<file path="src/rtl/mem_block_mover.sv">
// mem_block_mover: copies or fills a run of RAM words, reporting a checksum and a done pulse
module mem_block_mover #(
  parameter int DATA_WIDTH = 8,
  parameter int ADDR_WIDTH = 6
) (
  input  logic                  i_clk,
  input  logic                  i_reset_n,
  input  logic                  i_start,
  input  logic                  i_mode,
  input  logic [ADDR_WIDTH-1:0] i_src_addr,
  input  logic [ADDR_WIDTH-1:0] i_dst_addr,
  input  logic [ADDR_WIDTH:0]   i_length,
  input  logic [DATA_WIDTH-1:0] i_fill_value,
  output logic                  o_busy,
  output logic                  o_done,
  output logic [DATA_WIDTH-1:0] o_checksum,
  output logic [ADDR_WIDTH-1:0] o_ram_addr,
  output logic [DATA_WIDTH-1:0] o_ram_data,
  output logic                  o_ram_we,
  input  logic [DATA_WIDTH-1:0] i_ram_q
);
  typedef enum logic [1:0] {S_IDLE, S_READ, S_WRITE, S_DONE} state_t;
  localparam logic [ADDR_WIDTH:0] L_MAX = {1'b1, {ADDR_WIDTH{1'b0}}};
  localparam logic [ADDR_WIDTH:0] L_ONE = {{ADDR_WIDTH{1'b0}}, 1'b1};
  state_t                r_state;
  logic                  r_mode;
  logic [ADDR_WIDTH-1:0] r_src;
  logic [ADDR_WIDTH-1:0] r_dst;
  logic [ADDR_WIDTH:0]   r_cnt;
  logic [ADDR_WIDTH:0]   w_len;
  // clamp the requested word count to the size of the address space
  always_comb w_len = (i_length > L_MAX) ? L_MAX : i_length;
  // transfer FSM; RAM-facing outputs are registered for the state being entered,
  // and o_ram_data doubles as the word buffer in copy mode and the fill constant in fill mode
  always_ff @(posedge i_clk or negedge i_reset_n) begin
    if (!i_reset_n) begin
      r_state    <= S_IDLE;
      r_mode     <= 1'b0;
      r_src      <= '0;
      r_dst      <= '0;
      r_cnt      <= '0;
      o_busy     <= 1'b0;
      o_done     <= 1'b0;
      o_checksum <= '0;
      o_ram_addr <= '0;
      o_ram_data <= '0;
      o_ram_we   <= 1'b0;
    end else begin
      case (r_state)
        S_IDLE: if (i_start) begin
          r_mode     <= i_mode;
          r_src      <= i_src_addr;
          r_dst      <= i_dst_addr;
          r_cnt      <= w_len;
          o_checksum <= '0;
          if (w_len == '0) begin
            r_state <= S_DONE;
            o_done  <= 1'b1;
          end else if (!i_mode) begin
            r_state    <= S_READ;
            o_busy     <= 1'b1;
            o_ram_addr <= i_src_addr;
          end else begin
            r_state    <= S_WRITE;
            o_busy     <= 1'b1;
            o_ram_we   <= 1'b1;
            o_ram_addr <= i_dst_addr;
            o_ram_data <= i_fill_value;
          end
        end
        S_READ: begin
          r_state    <= S_WRITE;
          r_src      <= r_src + 1'b1;
          o_ram_data <= i_ram_q;
          o_ram_addr <= r_dst;
          o_ram_we   <= 1'b1;
        end
        S_WRITE: begin
          o_checksum <= o_checksum + o_ram_data;
          r_dst      <= r_dst + 1'b1;
          r_cnt      <= r_cnt - L_ONE;
          if (r_cnt == L_ONE) begin
            r_state  <= S_DONE;
            o_busy   <= 1'b0;
            o_done   <= 1'b1;
            o_ram_we <= 1'b0;
          end else if (!r_mode) begin
            r_state    <= S_READ;
            o_ram_we   <= 1'b0;
            o_ram_addr <= r_src;
          end else begin
            o_ram_addr <= r_dst + 1'b1;
          end
        end
        default: begin
          r_state <= S_IDLE;
          o_done  <= 1'b0;
        end
      endcase
    end
  end
endmodule
</file>
<file path="config.mk">
export PLATFORM = sky130hd
export DESIGN_NAME = mem_block_mover
export DESIGN_NICKNAME = d
export VERILOG_FILES = /design/src/rtl/mem_block_mover.sv
export SDC_FILE = /design/constraint.sdc
export NUM_CORES = 1
export LEC_CHECK = 0
export CAP_MARGIN = 10
export CORE_AREA = 2 2 81 141
export CTS_CLUSTER_DIAMETER = 80
export CTS_CLUSTER_SIZE = 8
export DETAILED_ROUTE_END_ITERATION = 6
export DIE_AREA = 0 0 83 143
export GPL_ROUTABILITY_DRIVEN = 0
export PLACE_DENSITY = 0.55
export RECOVER_POWER = 50
export SYNTH_ARGS = -nofsm -noshare
export SYNTH_HDL_FRONTEND = slang
export SYNTH_SLANG_ARGS = --single-unit
</file>
<file path="constraint.sdc">
create_clock -name i_clk -period 4.3 [get_ports i_clk]
set_input_delay 0.43 -clock i_clk [delete_from_list [all_inputs] [get_ports i_clk]]
set_output_delay 0.43 -clock i_clk [all_outputs]
set_load 0.03 [all_outputs]
</file>
Word level (Yosys, flattened, before mapping)
Index checks and enable logic that the tools add are counted.
{"block": "word_totals", "regBits": 47, "input_bits": 39, "out_inout_bits": 25, "elab_cells": 80}
{"block": "op_classes", "addsub": 4, "n_lt_le_gt_ge": 1, "eq_ne": 10, "n_mux": 39, "bitwise": 1, "n_reduce_logical": 14}
{"op": "6-bit 2-to-1 mux", "n": 7}
{"op": "8-bit 2-to-1 mux", "n": 4}
{"op": "8-bit case mux with 2 select lines", "n": 2}
{"op": "6-bit case mux with 2 select lines", "n": 2}
{"op": "6-bit case mux with 3 select lines", "n": 1}
{"op": "4-bit AND reduction", "n": 4}
{"op": "7-bit 2-to-1 mux", "n": 2}
{"op": "7-bit case mux with 2 select lines", "n": 1}
{"op": "6-bit by 1-bit adder with 6-bit output (second input constant)", "n": 2}
{"op": "2-bit != test (second input constant)", "n": 6}
{"op": "1-bit 2-to-1 mux", "n": 11}
{"op": "2-bit 2-to-1 mux", "n": 5}
{"op": "8-bit adder", "n": 1}
{"op": "2-bit AND reduction", "n": 4}
{"op": "7-bit by 1-bit == test with 1-bit output (second input constant)", "n": 1}
{"op": "7-bit > comparator (second input constant)", "n": 1}
{"op": "7-bit logical NOT", "n": 1}
{"op": "7-bit by 1-bit subtractor with 7-bit output (second input constant)", "n": 1}
{"op": "1-bit case mux with 3 select lines", "n": 2}
{"op": "2-bit case mux with 3 select lines", "n": 1}
{"op": "5-bit AND reduction", "n": 1}
{"op": "2-bit nonzero test", "n": 2}
{"op": "3-bit != test (second input constant)", "n": 1}
{"op": "3-bit nonzero test", "n": 1}
{"op": "5 further kinds", "n": 5}

Logic depth before layout (Yosys ltp)
Gate-level depths: netlist of the first run.
{"block": "logic_depth", "ltp_word": 6, "mapped_depth": 9, "ltp_nobuf": 7}

Least setup slack after synthesis of the first run
No wires, ideal clock.
{"block": "synth_timing", "kind": "input to register", "startpoint": "input i_length[3]", "endpoint": "register o_ram_addr[5]", "setup_ns": 0.121, "arrival_time_ns": 1.973, "required_time_ns": 4.179, "slack_ns": 2.206, "cell_stages": 6, "path_buffers": 1, "path_cell_list": "or4_4 > or4_4 > o221ai_2 > buf_6 > nor2_1 > a22o_1"}
{"block": "synth_between", "elab_chain_len": 5}
{"element": "from (decl)", "line_no": "12", "rtl": "input logic [ADDR_WIDTH:0] i_length,"}
{"element": "7-bit > comparator", "line_no": "32", "rtl": "always_comb w_len = (i_length > L_MAX) ? L_MAX : i_length;"}
{"element": "7-bit 2-to-1 mux (*)", "line_no": "32"}
{"element": "7-bit logical NOT (*)", "line_no": "56", "rtl": "if (w_len == '0) begin"}
{"element": "2-bit != test (no line) (*)"}
{"element": "4-bit AND reduction (no line) (*)"}
{"element": "to (signal assigned)", "line_no": "62", "rtl": "o_ram_addr <= i_src_addr;"}
{"element": "to (signal assigned)", "line_no": "67", "rtl": "o_ram_addr <= i_dst_addr;"}
{"element": "to (signal assigned)", "line_no": "75", "rtl": "o_ram_addr <= r_dst;"}
{"element": "to (decl)", "line_no": "17", "rtl": "output logic [ADDR_WIDTH-1:0] o_ram_addr,"}
Mark *: on every way between the ends. The rest lies on a longest branch, timed or not.
A chain may end at the register's enable or synchronous reset.

Worst setup path in the final report of the first run
{"block": "layout_timing", "startpoint": "register r_state[1]", "endpoint": "register r_dst[5]"}
{"block": "layout_between", "elab_chain_len": 3, "word_cells_on_any_way": 6, "cone_classes": "eq/ne: 2; mux: 1; reduce/logical: 3"}
{"element": "from (decl)", "line_no": "25", "rtl": "state_t r_state;"}
{"element": "from (signal assigned)", "line_no": "37", "rtl": "r_state <= S_IDLE;"}
{"element": "from (signal assigned)", "line_no": "57", "rtl": "r_state <= S_DONE;"}
{"element": "from (signal assigned)", "line_no": "60", "rtl": "r_state <= S_READ;"}
{"element": "2-bit == test / 2-bit logical NOT (equally long branches)", "line_no": "49", "rtl": "case (r_state)"}
{"element": "2-bit nonzero test (no line) / 2-bit != test (equally long branches)"}
{"element": "2-bit AND reduction (no line)"}
{"element": "to (signal assigned)", "line_no": "53", "rtl": "r_dst <= i_dst_addr;"}
{"element": "to (signal assigned)", "line_no": "80", "rtl": "r_dst <= r_dst + 1'b1;"}
{"element": "to (decl)", "line_no": "28", "rtl": "logic [ADDR_WIDTH-1:0] r_dst;"}
Parallel ways exist; a longest one is shown, timed or not.

==> impl_metrics.xml, run 1 <==
<?xml version="1.0" encoding="UTF-8"?>
<metrics>
  <group name="clock_network">
    <metric name="cts_hold_buffers" unit="">0</metric>
    <metric name="tritoncts_clock_tree" unit="">built</metric>
    <metric name="clock_sinks" unit="">47</metric>
    <metric name="number_of_h_tree_levels" unit="">2</metric>
    <metric name="post-cts-setup-buffers" unit="">0</metric>
    <metric name="root_buffer" unit="">clkbuf_16</metric>
    <metric name="clock_latency" unit="ns">0.30</metric>
    <metric name="cts_max_path_buffers" unit="">2</metric>
    <metric name="cts.repair.resized" unit="">0</metric>
    <metric name="tritoncts.num_buffers" unit="">5</metric>
    <metric name="cts.clk_slew.worst_paths" unit="ns">0.07</metric>
  </group>
  <group name="drt">
    <metric name="drt_wl_total" unit="µm">8910</metric>
    <metric name="drt-pass1-iter-count" unit="">6</metric>
    <metric name="antenna_left" unit="">0</metric>
    <metric name="post_dr_vias_cell" unit="">5.38</metric>
    <metric name="first_iter_violations" unit="">137</metric>
    <metric name="via_count" unit="">2838</metric>
    <metric name="drc_errors" unit="">0</metric>
    <metric name="routed_wire_length_per_instance" unit="µm">16.9</metric>
  </group>
  <group name="sta">
    <metric name="tcrit_tclk_final" unit="">0.653</metric>
    <metric name="clock-skew-final" unit="ns">0.00832</metric>
    <metric name="final.min_clock_period" unit="ns">2.81</metric>
    <metric name="max_slew_violation_count" unit="">48</metric>
    <metric name="setup_tns" unit="ns">0</metric>
    <metric name="achievable-frequency" unit="MHz">356</metric>
    <metric name="max-slew-margin-rel" unit="">-0.788</metric>
    <metric name="rsz0062_at_grt" unit="">no</metric>
    <metric name="hold_viol_final" unit="">0</metric>
    <metric name="finalSetupViolations" unit="">0</metric>
    <metric name="timing_worst_slew_pin_value" unit="ns">2.68</metric>
  </group>
  <group name="setup_path">
    <metric name="worst_ep_arrival_time" unit="ns">2.97</metric>
    <metric name="cp_cell_sequence" unit="">inv_1 &gt; ha_1 &gt; nand2_1 &gt; o21ai_1 &gt; buf_4 &gt; nand2_1 &gt; o22ai_1 &gt; a21oi_1</metric>
    <metric name="critPathTopFamily" unit="">simple AND/OR/NAND/NOR gates</metric>
    <metric name="critical_path.max_stage_delay" unit="ns">0.66</metric>
    <metric name="critical_path.max_fanout" unit="">20</metric>
    <metric name="timing.critical_path.slowest_stage_cell" unit="">ha_1</metric>
    <metric name="worstSetupPathType" unit="">register to register</metric>
    <metric name="critical-path-top-cell-by-count" unit="">nand2_1</metric>
    <metric name="cp.required" unit="ns">4.46</metric>
    <metric name="setup.worst_path.end_class" unit="">register</metric>
    <metric name="worstPathBufferInverterCount" unit="">2</metric>
    <metric name="start_kind" unit="">register</metric>
  </group>
  <group name="final_layout">
    <metric name="num_antenna_cells" unit="">0</metric>
    <metric name="mostFrequentLayoutCell" unit="">clkdlybuf4s50_1</metric>
    <metric name="layout-area-overhead-vs-synth" unit="%">30.4</metric>
    <metric name="final_core_utilization" unit="">0.369</metric>
    <metric name="drive_above_1_share" unit="">0.0477</metric>
    <metric name="final_cell_mix" unit="">50 x clkdlybuf4s50_1, 47 x dfrtp_1, 39 x o21ai_0, 39 x nand2_1, 33 x a21oi_1</metric>
    <metric name="final_net_count" unit="">452</metric>
  </group>
  <group name="synthesis">
    <metric name="syn-num-nets" unit="">397</metric>
    <metric name="yosys.area.top_type" unit="">dfrtp_1</metric>
    <metric name="synth.top_cell.area_share" unit="">0.388</metric>
    <metric name="yosys_register_bits" unit="">47</metric>
    <metric name="synthFlopType" unit="">dfrtp_1</metric>
    <metric name="mappedNetlistArea" unit="mm²">0.00303</metric>
    <metric name="synth-async-reset-ratio" unit="">1.00</metric>
    <metric name="yosysSeqAreaShare" unit="">0.388</metric>
    <metric name="yosysWarnings" unit="">0</metric>
    <metric name="number_of_enable_type_register_cells_in_the_synthesized_netlist" unit="">0</metric>
    <metric name="synthCells" unit="">342</metric>
    <metric name="synthDistinctLibCells" unit="">52</metric>
    <metric name="synth_top_cells_by_area" unit="">dfrtp_1 39%, o21ai_0 6.6%, ha_1 6.2%</metric>
    <metric name="mean_cell_area_of_the_mapped_netlist" unit="µm²">8.86</metric>
  </group>
  <group name="global_routing">
    <metric name="gr-usage-all-layers" unit="">0.154</metric>
    <metric name="overall_overflow_remaining_after_global_route" unit="">0</metric>
    <metric name="grt_max_degree" unit="">48</metric>
    <metric name="grt_antenna_before_repair" unit="">0</metric>
    <metric name="vias_in_the_first_global_route" unit="">2863</metric>
    <metric name="global_route_wire_length_before_repair" unit="µm">14600</metric>
  </group>
  <group name="worst_hold_path">
    <metric name="hold_path_class" unit="">register to register</metric>
  </group>
  <group name="power">
    <metric name="leakagePower" unit="µW">0.00164</metric>
    <metric name="p_int" unit="µW">1730</metric>
    <metric name="power.share.clock" unit="">0.159</metric>
    <metric name="power.share.combinational" unit="">0.564</metric>
    <metric name="power.ir.vdd_worst" unit="mV">0.298</metric>
    <metric name="fraction_of_power_spent_switching_nets" unit="">0.462</metric>
    <metric name="power_switching" unit="µW">1490</metric>
    <metric name="power_density" unit="mW/mm²">814</metric>
    <metric name="power.share.sequential" unit="">0.276</metric>
  </group>
  <group name="place">
    <metric name="buffer_ports.inserted" unit="">63</metric>
    <metric name="dp_hpwl" unit="µm">6630</metric>
  </group>
  <group name="floorplanning">
    <metric name="dieArea" unit="mm²">0.0119</metric>
    <metric name="io_pins" unit="">64</metric>
    <metric name="coreArea" unit="mm²">0.0107</metric>
    <metric name="die_height" unit="µm">143</metric>
    <metric name="dieWidth" unit="µm">83</metric>
    <metric name="initial_core_util" unit="">0.283</metric>
    <metric name="rows" unit="">50</metric>
  </group>
  <group name="run_status">
    <metric name="status" unit="">finished with violations</metric>
    <metric name="violations" unit="">capacitance limit, slew limit</metric>
  </group>
  <group name="run">
    <metric name="cap_viol_max_count" unit="">1</metric>
  </group>
</metrics>
Yosys cell counts, types with 3 or more instances:
cell	number
a21o_1	5
mux2_2	4
dfrtp_1	47
nor3b_1	3
o21ai_0	40
a21oi_1	33
clkbuf_1	15
inv_1	9
o22ai_1	16
mux2i_1	17
nor3_1	3
ha_1	15
nand2_1	39
nor2_1	13
nor2b_1	7
o211ai_1	3
o22a_1	3
a211oi_1	5
and3_1	7
xnor2_1	5
nand3_1	13
kinds of logic (layout without fill, tap and decap cells):
family	count (synthesis)	in the layout	synth area share
compound gates	125	125	0.253
mux	21	21	0.0710
buf+inv	29	85	0.0396
fa+ha+maj	16	16	0.0685
flops	47	47	0.388
simple gates	97	97	0.159
xor+xnor	7	7	0.0202
cell type report:
class | count | area [µm²]
fill | 1077 | 6750
tap | 130 | 163
clock buffer | 6 | 129
timing repair buffer | 67 | 652
inverter | 10 | 37.5
sequential | 47 | 1180
multi-input combinational | 266 | 1730
clock inverter | 2 | 60.1
metrics by stage:
step,cells,hold slack (ns),power (µW),setup WS [ns],instance area [µm²]
2_1_floorplan,342,0.134,2150,2.21,3030
3_3_place_gp,520,0.492,2700,1.43,3770
3_5_place_dp,520,0.493,2740,1.37,3770
4_1_cts,528,0.262,3260,1.51,3960
5_1_grt,528,0.514,3480,1.09,3950
6_report,528,0.489,3220,1.49,3950
layer usage:
metal  global-route usage  vias to the layer above  wire (µm)
met1                0.158                     1355       3350
li1                     -                     1387          -
met4               0.0785                        0        298
met5                    0                        -          0
met2                0.292                       78       4890
met3               0.0295                       18        369
power groups by stage:
stage | Clock (µW) | Sequential, µW | Combinational, µW
finish | 512 | 889 | 1820
global route | 540 | 924 | 2020
CTS | 524 | 893 | 1850
detailed placement | 0 | 898 | 1840
global placement | 0 | 894 | 1800
floorplan | 0 | 1020 | 1120
worst reg2reg max path: cells and delay by family (launching register included):
family | cells | cell delay [ns]
simple gates | 2 | 0.75
fa+ha+maj | 1 | 0.66
compound gates | 3 | 0.45
flops | 1 | 0.42
buf+inv | 2 | 0.40
path summary, 6_finish.rpt:
| path | from | cells after the start | endpoint | slack, ns |
|---|---|---|---|---|
| worst max-delay path | r_state[1] | 8 | r_dst[5] | 1.49 |
| worst min-delay path | o_ram_addr[4] | 2 | o_ram_addr[4] | 0.49 |
| worst max register to register | r_state[1] | 8 | r_dst[5] | 1.49 |
| worst min register to register | o_ram_addr[4] | 2 | o_ram_addr[4] | 0.49 |
| max in group asynchronous | i_reset_n | 2 | r_dst[2] | 1.71 |
| min in group asynchronous | i_reset_n | 2 | r_src[3] | 1.08 |
state kept, by name, indices dropped and copies added, names as in the netlist:
signal and cells:
o_busy 1, o_checksum 8, o_done 1, o_ram_addr 6, o_ram_data 8, o_ram_we 1, r_cnt 7, r_dst 6
r_mode 1, r_src 6, r_state 2
No activity file was read; power rests on OpenSTA's default activity.
==> run 2, diff against run 1 <==
==> constraint.sdc (replaced) <==
create_clock -name i_clk -period 2.9 [get_ports i_clk]
set_input_delay 0.29 -clock i_clk [delete_from_list [all_inputs] [get_ports i_clk]]
set_output_delay 0.29 -clock i_clk [all_outputs]
set_load 0.03 [all_outputs]
==> impl_metrics.xml, run 2 (same netlist as run 1, synthesis figures left out) <==
<?xml version="1.0" encoding="UTF-8"?>
<metrics>
  <group name="sta">
    <metric name="hold_viol_final" unit="">0</metric>
    <metric name="clock-skew-final" unit="ns">0.00354</metric>
    <metric name="rsz0062_at_grt" unit="">no</metric>
    <metric name="final.min_clock_period" unit="ns">2.25</metric>
    <metric name="setup_tns" unit="ns">0</metric>
    <metric name="achievable-frequency" unit="MHz">444</metric>
    <metric name="max-slew-margin-rel" unit="">-0.177</metric>
    <metric name="max_slew_violation_count" unit="">32</metric>
    <metric name="finalSetupViolations" unit="">0</metric>
    <metric name="tcrit_tclk_final" unit="">0.777</metric>
    <metric name="timing_worst_slew_pin_value" unit="ns">1.77</metric>
  </group>
  <group name="clock_network">
    <metric name="clock_latency" unit="ns">0.29</metric>
    <metric name="tritoncts.num_buffers" unit="">5</metric>
    <metric name="cts_max_path_buffers" unit="">2</metric>
    <metric name="cts.clk_slew.worst_paths" unit="ns">0.06</metric>
    <metric name="clock_sinks" unit="">47</metric>
    <metric name="cts.repair.resized" unit="">0</metric>
    <metric name="root_buffer" unit="">clkbuf_16</metric>
    <metric name="number_of_h_tree_levels" unit="">2</metric>
    <metric name="tritoncts_clock_tree" unit="">built</metric>
    <metric name="cts_hold_buffers" unit="">0</metric>
    <metric name="post-cts-setup-buffers" unit="">0</metric>
  </group>
  <group name="drt">
    <metric name="met2_length" unit="µm">4930</metric>
    <metric name="metal1_wirelength" unit="µm">3530</metric>
    <metric name="antenna_left" unit="">0</metric>
    <metric name="met3_wirelength" unit="µm">285</metric>
    <metric name="first_iter_violations" unit="">140</metric>
    <metric name="via_count" unit="">2821</metric>
    <metric name="drt-pass1-iter-count" unit="">5</metric>
    <metric name="top_layer_used" unit="">met4</metric>
    <metric name="drt_wl_total" unit="µm">8900</metric>
    <metric name="drc_errors" unit="">0</metric>
    <metric name="routed_wire_length_per_instance" unit="µm">16.6</metric>
    <metric name="post_dr_vias_cell" unit="">5.25</metric>
  </group>
  <group name="setup_path">
    <metric name="worst-r2r-setup-slack" unit="ns">0.65</metric>
    <metric name="cp.required" unit="ns">3.11</metric>
    <metric name="critical_path.max_fanout" unit="">4</metric>
    <metric name="start_kind" unit="">register</metric>
    <metric name="worst_r2r_path_depth" unit="">6</metric>
    <metric name="setup.worst_path.end_class" unit="">register</metric>
    <metric name="worst_ep_arrival_time" unit="ns">2.46</metric>
    <metric name="r2r-end" unit="">o_checksum[7]</metric>
    <metric name="reg2reg_from" unit="">o_checksum[1]</metric>
    <metric name="worstSetupPathType" unit="">register to register</metric>
    <metric name="critical_path.startpoint" unit="">o_checksum[1]</metric>
  </group>
  <group name="global_routing">
    <metric name="overall_overflow_remaining_after_global_route" unit="">0</metric>
    <metric name="global_route_wire_length_before_repair" unit="µm">14400</metric>
    <metric name="vias_in_the_first_global_route" unit="">2732</metric>
    <metric name="gr-usage-all-layers" unit="">0.152</metric>
    <metric name="grt_max_degree" unit="">32</metric>
    <metric name="grt_antenna_before_repair" unit="">0</metric>
  </group>
  <group name="place">
    <metric name="buffer_ports.inserted" unit="">63</metric>
    <metric name="dp_cells" unit="">529</metric>
    <metric name="dp_hpwl" unit="µm">6760</metric>
  </group>
  <group name="final_layout">
    <metric name="regArea" unit="mm²">0.00118</metric>
    <metric name="drive_above_1_share" unit="">0.0639</metric>
    <metric name="final_net_count" unit="">461</metric>
    <metric name="multi_input_comb_area" unit="mm²">0.00173</metric>
    <metric name="largestRegisters" unit="">o_checksum: 8 flops, o_ram_data: 8 flops, r_cnt: 7 flops</metric>
    <metric name="final_cell_mix" unit="">51 x clkdlybuf4s50_1, 47 x dfrtp_1, 39 x o21ai_0, 39 x nand2_1, 33 x a21oi_1</metric>
    <metric name="stdcell_count" unit="">537</metric>
    <metric name="mostFrequentLayoutCell" unit="">clkdlybuf4s50_1</metric>
    <metric name="layout-area-overhead-vs-synth" unit="%">31.4</metric>
    <metric name="fillerInstances" unit="">1063</metric>
    <metric name="num_antenna_cells" unit="">0</metric>
  </group>
  <group name="power">
    <metric name="fraction_of_power_spent_switching_nets" unit="">0.468</metric>
    <metric name="power_density" unit="mW/mm²">1180</metric>
    <metric name="leakagePower" unit="µW">0.00166</metric>
    <metric name="power.share.clock" unit="">0.133</metric>
    <metric name="power.share.sequential" unit="">0.280</metric>
    <metric name="p_int" unit="µW">2500</metric>
    <metric name="power.ir.vdd_worst" unit="mV">0.654</metric>
    <metric name="power_switching" unit="µW">2200</metric>
    <metric name="power.share.combinational" unit="">0.587</metric>
  </group>
  <group name="floorplanning">
    <metric name="coreArea" unit="mm²">0.0107</metric>
    <metric name="io_pins" unit="">64</metric>
    <metric name="initial_core_util" unit="">0.283</metric>
    <metric name="rows" unit="">50</metric>
    <metric name="dieWidth" unit="µm">83</metric>
    <metric name="dieArea" unit="mm²">0.0119</metric>
    <metric name="die_height" unit="µm">143</metric>
  </group>
  <group name="worst_hold_path">
    <metric name="hold_path_class" unit="">primary input to asynchronous set/reset pin</metric>
  </group>
  <group name="run_status">
    <metric name="status" unit="">finished with violations</metric>
    <metric name="violations" unit="">capacitance limit, slew limit</metric>
  </group>
  <group name="run">
    <metric name="cap_viol_max_count" unit="">1</metric>
  </group>
</metrics>
==> run 2: cell count changes in the layout (fill, tap and decap cells not counted) <==
cell / delta
buf_4: +8
bufinv_16: -2
clkbuf_1: +2
clkbuf_8: +2
a21boi_0: +1
a21boi_1: -1
buf_2: -1
clkdlybuf4s50_1: +1
dlygate4sd3_1: -1
==> run 2: stage by stage <==
step / hold WS, ns / util / setup WS [ns] / power [µW] / instance area, µm²
after global placement: 0.395 / 0.358 / 0.380 / 4050 / 3830
after CTS: 0.0950 / 0.373 / 0.664 / 4750 / 3990
after detailed placement: 0.408 / 0.358 / 0.357 / 4100 / 3830
after global routing: 0.512 / 0.372 / 0.488 / 5070 / 3980
final: 0.454 / 0.372 / 0.647 / 4700 / 3980
after floorplan: -0.00559 / - / 0.848 / 3190 / 3030
==> run 2: layer usage <==
layer	track usage	vias up
li1	-	1397
met1	0.162	1354
met2	0.297	61
met3	0.0243	9
met4	0.0535	0
met5	0	-
==> run 2: area by class of cell <==
type                    instances  share of cell area
repair buffers                 76               0.179
multi-input cells             266               0.436
inverters                      10             0.00943
flip-flops and latches         47               0.295
clock buffers                   8              0.0393
well taps                     130              0.0409
==> run 2: how the worst max path moves through the flow <==
stage                     to  slack [ns]
4_1_cts        o_ram_addr[1]        0.66
2_1_floorplan  o_checksum[6]        0.85
5_1_grt           r_state[0]        0.49
3_5_place_dp   o_ram_addr[1]        0.36
6_report       o_checksum[7]        0.65
3_3_place_gp   o_ram_addr[1]        0.38
==> run 2: critical path: stages, from the launching register on <==
cell      delay, ns
dfrtp_1        0.43
ha_1           0.33
a211oi_1       0.46
o211ai_1       0.20
and3_1         0.20
or4_1          0.46
o211ai_1       0.09
==> run 2: power groups by stage <==
stage          sequential (µW)  clock, µW  combinational (µW)
3_3_place_gp              1320          0                2730
6_report                  1310        626                2750
2_1_floorplan             1520          0                1670
3_5_place_dp              1320          0                2780
4_1_cts                   1310        638                2800
5_1_grt                   1370        669                3030
==> run 3, diff against run 2 <==
--- a/config.mk
+++ b/config.mk
@@ -12,7 +12,7 @@
 export DETAILED_ROUTE_END_ITERATION = 6
 export DIE_AREA = 0 0 83 143
 export GPL_ROUTABILITY_DRIVEN = 0
-export PLACE_DENSITY = 0.55
+export PLACE_DENSITY = 0.57
 export RECOVER_POWER = 50
 export SYNTH_ARGS = -nofsm -noshare
 export SYNTH_HDL_FRONTEND = slang
==> constraint.sdc (replaced) <==
create_clock -name i_clk -period 2 [get_ports i_clk]
set_input_delay 0.2 -clock i_clk [delete_from_list [all_inputs] [get_ports i_clk]]
set_output_delay 0.2 -clock i_clk [all_outputs]
set_load 0.03 [all_outputs]
==> impl_metrics.xml, run 3 (same netlist as run 1, synthesis figures left out) <==
<?xml version="1.0" encoding="UTF-8"?>
<metrics>
  <group name="place">
    <metric name="buffer_ports.inserted" unit="">63</metric>
    <metric name="dp_hpwl" unit="µm">7060</metric>
    <metric name="dp_cells" unit="">560</metric>
  </group>
  <group name="sta">
    <metric name="achievable-frequency" unit="MHz">523</metric>
    <metric name="max_slew_violation_count" unit="">0</metric>
    <metric name="tcrit_tclk_final" unit="">0.957</metric>
    <metric name="max-slew-margin-rel" unit="">0.330</metric>
    <metric name="clock-skew-final" unit="ns">0.00841</metric>
    <metric name="hold_viol_final" unit="">0</metric>
    <metric name="setup_tns" unit="ns">0</metric>
    <metric name="finalSetupViolations" unit="">0</metric>
    <metric name="rsz0062_at_grt" unit="">yes</metric>
    <metric name="final.min_clock_period" unit="ns">1.91</metric>
    <metric name="timing_worst_slew_pin_value" unit="ns">1.00</metric>
  </group>
  <group name="setup_path">
    <metric name="cp.required" unit="ns">2.17</metric>
    <metric name="worstPathBufferInverterCount" unit="">1</metric>
    <metric name="critPathTopFamily" unit="">compound AO/OA/AOI/OAI gates</metric>
    <metric name="critical_path.max_fanout" unit="">3</metric>
    <metric name="timing.critical_path.slowest_stage_cell" unit="">dfrtp_2</metric>
    <metric name="critical-path-top-cell-by-count" unit="">a21o_1</metric>
    <metric name="cp_cell_sequence" unit="">buf_4 &gt; fa_2 &gt; a21o_1 &gt; a21o_1 &gt; a21oi_2 &gt; mux2i_1 &gt; nand3_1</metric>
    <metric name="setup.worst_path.end_class" unit="">register</metric>
    <metric name="worstSetupPathType" unit="">register to register</metric>
    <metric name="critical_path.max_stage_delay" unit="ns">0.43</metric>
    <metric name="start_kind" unit="">register</metric>
    <metric name="worst_ep_arrival_time" unit="ns">2.08</metric>
  </group>
  <group name="global_routing">
    <metric name="grt_antenna_before_repair" unit="">0</metric>
    <metric name="grt_max_degree" unit="">31</metric>
    <metric name="vias_in_the_first_global_route" unit="">3060</metric>
    <metric name="gr-usage-all-layers" unit="">0.159</metric>
    <metric name="overall_overflow_remaining_after_global_route" unit="">0</metric>
    <metric name="global_route_wire_length_before_repair" unit="µm">15200</metric>
  </group>
  <group name="power">
    <metric name="p_int" unit="µW">4080</metric>
    <metric name="power.share.clock" unit="">0.122</metric>
    <metric name="power.share.sequential" unit="">0.251</metric>
    <metric name="power_density" unit="mW/mm²">1710</metric>
    <metric name="leakagePower" unit="µW">0.00185</metric>
    <metric name="fraction_of_power_spent_switching_nets" unit="">0.449</metric>
    <metric name="power_switching" unit="µW">3320</metric>
    <metric name="power.ir.vdd_worst" unit="mV">0.859</metric>
    <metric name="power.share.combinational" unit="">0.626</metric>
  </group>
  <group name="final_layout">
    <metric name="stdcell_count" unit="">572</metric>
    <metric name="layout-area-overhead-vs-synth" unit="%">43.3</metric>
    <metric name="final_cell_mix" unit="">48 x clkdlybuf4s50_1, 44 x dfrtp_1, 44 x buf_4, 39 x nand2_1, 37 x o21ai_0</metric>
    <metric name="num_antenna_cells" unit="">0</metric>
    <metric name="final_net_count" unit="">496</metric>
    <metric name="largestRegisters" unit="">o_checksum: 8 flops, o_ram_data: 8 flops, r_cnt: 7 flops</metric>
    <metric name="mostFrequentLayoutCell" unit="">clkdlybuf4s50_1</metric>
    <metric name="drive_above_1_share" unit="">0.170</metric>
    <metric name="fillerInstances" unit="">1086</metric>
  </group>
  <group name="run_status">
    <metric name="status" unit="">finished, final reports clean</metric>
  </group>
  <group name="run">
    <metric name="cap_viol_max_count" unit="">0</metric>
  </group>
  <group name="clock_network">
    <metric name="root_buffer" unit="">clkbuf_16</metric>
    <metric name="tritoncts_clock_tree" unit="">built</metric>
    <metric name="cts.clk_slew.worst_paths" unit="ns">0.06</metric>
    <metric name="number_of_h_tree_levels" unit="">2</metric>
    <metric name="cts_max_path_buffers" unit="">2</metric>
    <metric name="clock_sinks" unit="">47</metric>
    <metric name="clock_latency" unit="ns">0.29</metric>
    <metric name="tritoncts.num_buffers" unit="">5</metric>
  </group>
  <group name="floorplanning">
    <metric name="dieWidth" unit="µm">83</metric>
    <metric name="io_pins" unit="">64</metric>
    <metric name="rows" unit="">50</metric>
    <metric name="coreArea" unit="mm²">0.0107</metric>
    <metric name="die_height" unit="µm">143</metric>
    <metric name="initial_core_util" unit="">0.283</metric>
    <metric name="dieArea" unit="mm²">0.0119</metric>
  </group>
  <group name="drt">
    <metric name="first_iter_violations" unit="">203</metric>
    <metric name="via_count" unit="">2976</metric>
    <metric name="post_dr_vias_cell" unit="">5.20</metric>
    <metric name="drc_errors" unit="">0</metric>
    <metric name="routed_wire_length_per_instance" unit="µm">16.0</metric>
    <metric name="antenna_left" unit="">0</metric>
    <metric name="met3_wirelength" unit="µm">337</metric>
    <metric name="drt-pass1-iter-count" unit="">4</metric>
    <metric name="metal1_wirelength" unit="µm">3330</metric>
    <metric name="top_layer_used" unit="">met4</metric>
    <metric name="drt_wl_total" unit="µm">9170</metric>
    <metric name="met2_length" unit="µm">5310</metric>
  </group>
  <group name="worst_hold_path">
    <metric name="hold_path_class" unit="">primary input to register</metric>
  </group>
</metrics>
==> run 3: cell type report <==
cell class | count | area [µm²] | share of cell area
Clock buffer | 8 | 156 | 0.0360
Inverter | 10 | 37.5 | 0.00864
Multi-Input combinational cell | 266 | 1810 | 0.416
Sequential cell | 47 | 1180 | 0.272
Tap cell | 130 | 163 | 0.0375
Timing Repair Buffer | 111 | 998 | 0.230
==> run 3: path summary, 6_finish.rpt <==
check / start / end / cells after the start / slack, ns
max: o_checksum[1] / o_checksum[6] / 7 / 0.09
min: i_length[5] / r_cnt[5] / 4 / 0.47
max reg2reg: o_checksum[1] / o_checksum[6] / 7 / 0.09
min reg2reg: o_ram_addr[2] / o_ram_addr[2] / 1 / 0.49
max in group asynchronous: i_reset_n / r_state[1] / 3 / 0.31
min in group asynchronous: i_reset_n / o_ram_addr[4] / 2 / 0.59
==> run 3: power groups by stage <==
stage	Sequential [µW]	Combinational [µW]	Clock (µW)
CTS	1850	4590	933
global placement	1850	4440	0
finish	1860	4640	904
global route	1940	5140	984
detailed placement	1860	4500	0
floorplan	2210	2420	0
==> run 3: through the flow <==
stage	area (µm²)	power [µW]	utilization	hold WS, ns	setup WS (ns)
2_1_floorplan	3030	4620	-	-0.0956	-0.0357
3_3_place_gp	4100	6290	0.383	0.179	-0.381
3_5_place_dp	4100	6350	0.383	0.181	-0.398
4_1_cts	4290	7360	0.401	0.413	0.00264
5_1_grt	4340	8060	0.406	0.486	-0.00984
6_report	4340	7400	0.406	0.466	0.0861
==> run 3: worst min-delay path, cell delays in order <==
cell and delay [ns]:
dlygate4sd2_1 0.23, nor2b_1 0.12, o22ai_1 0.10, a21oi_1 0.06
==> run 3: metal layers <==
| layer | GRT usage | up-vias |
|---|---|---|
| met5 | 0 | - |
| met4 | 0.0647 | 0 |
| met3 | 0.0283 | 12 |
| met2 | 0.318 | 64 |
| met1 | 0.158 | 1430 |
| li1 | - | 1470 |
==> run 3: timing repair <==
| action | 4_1_cts | 5_1_grt |
|---|---|---|
| setup buffers | 0 | 3 |
| cloned | 0 | 0 |
| pin swaps | 5 | 6 |
| hold endpoints to repair | 17 | 0 |
| setup endpoints to repair | 9 | 33 |
| gates resized for setup | 10 | 10 |
| hold buffers | 1 | 0 |
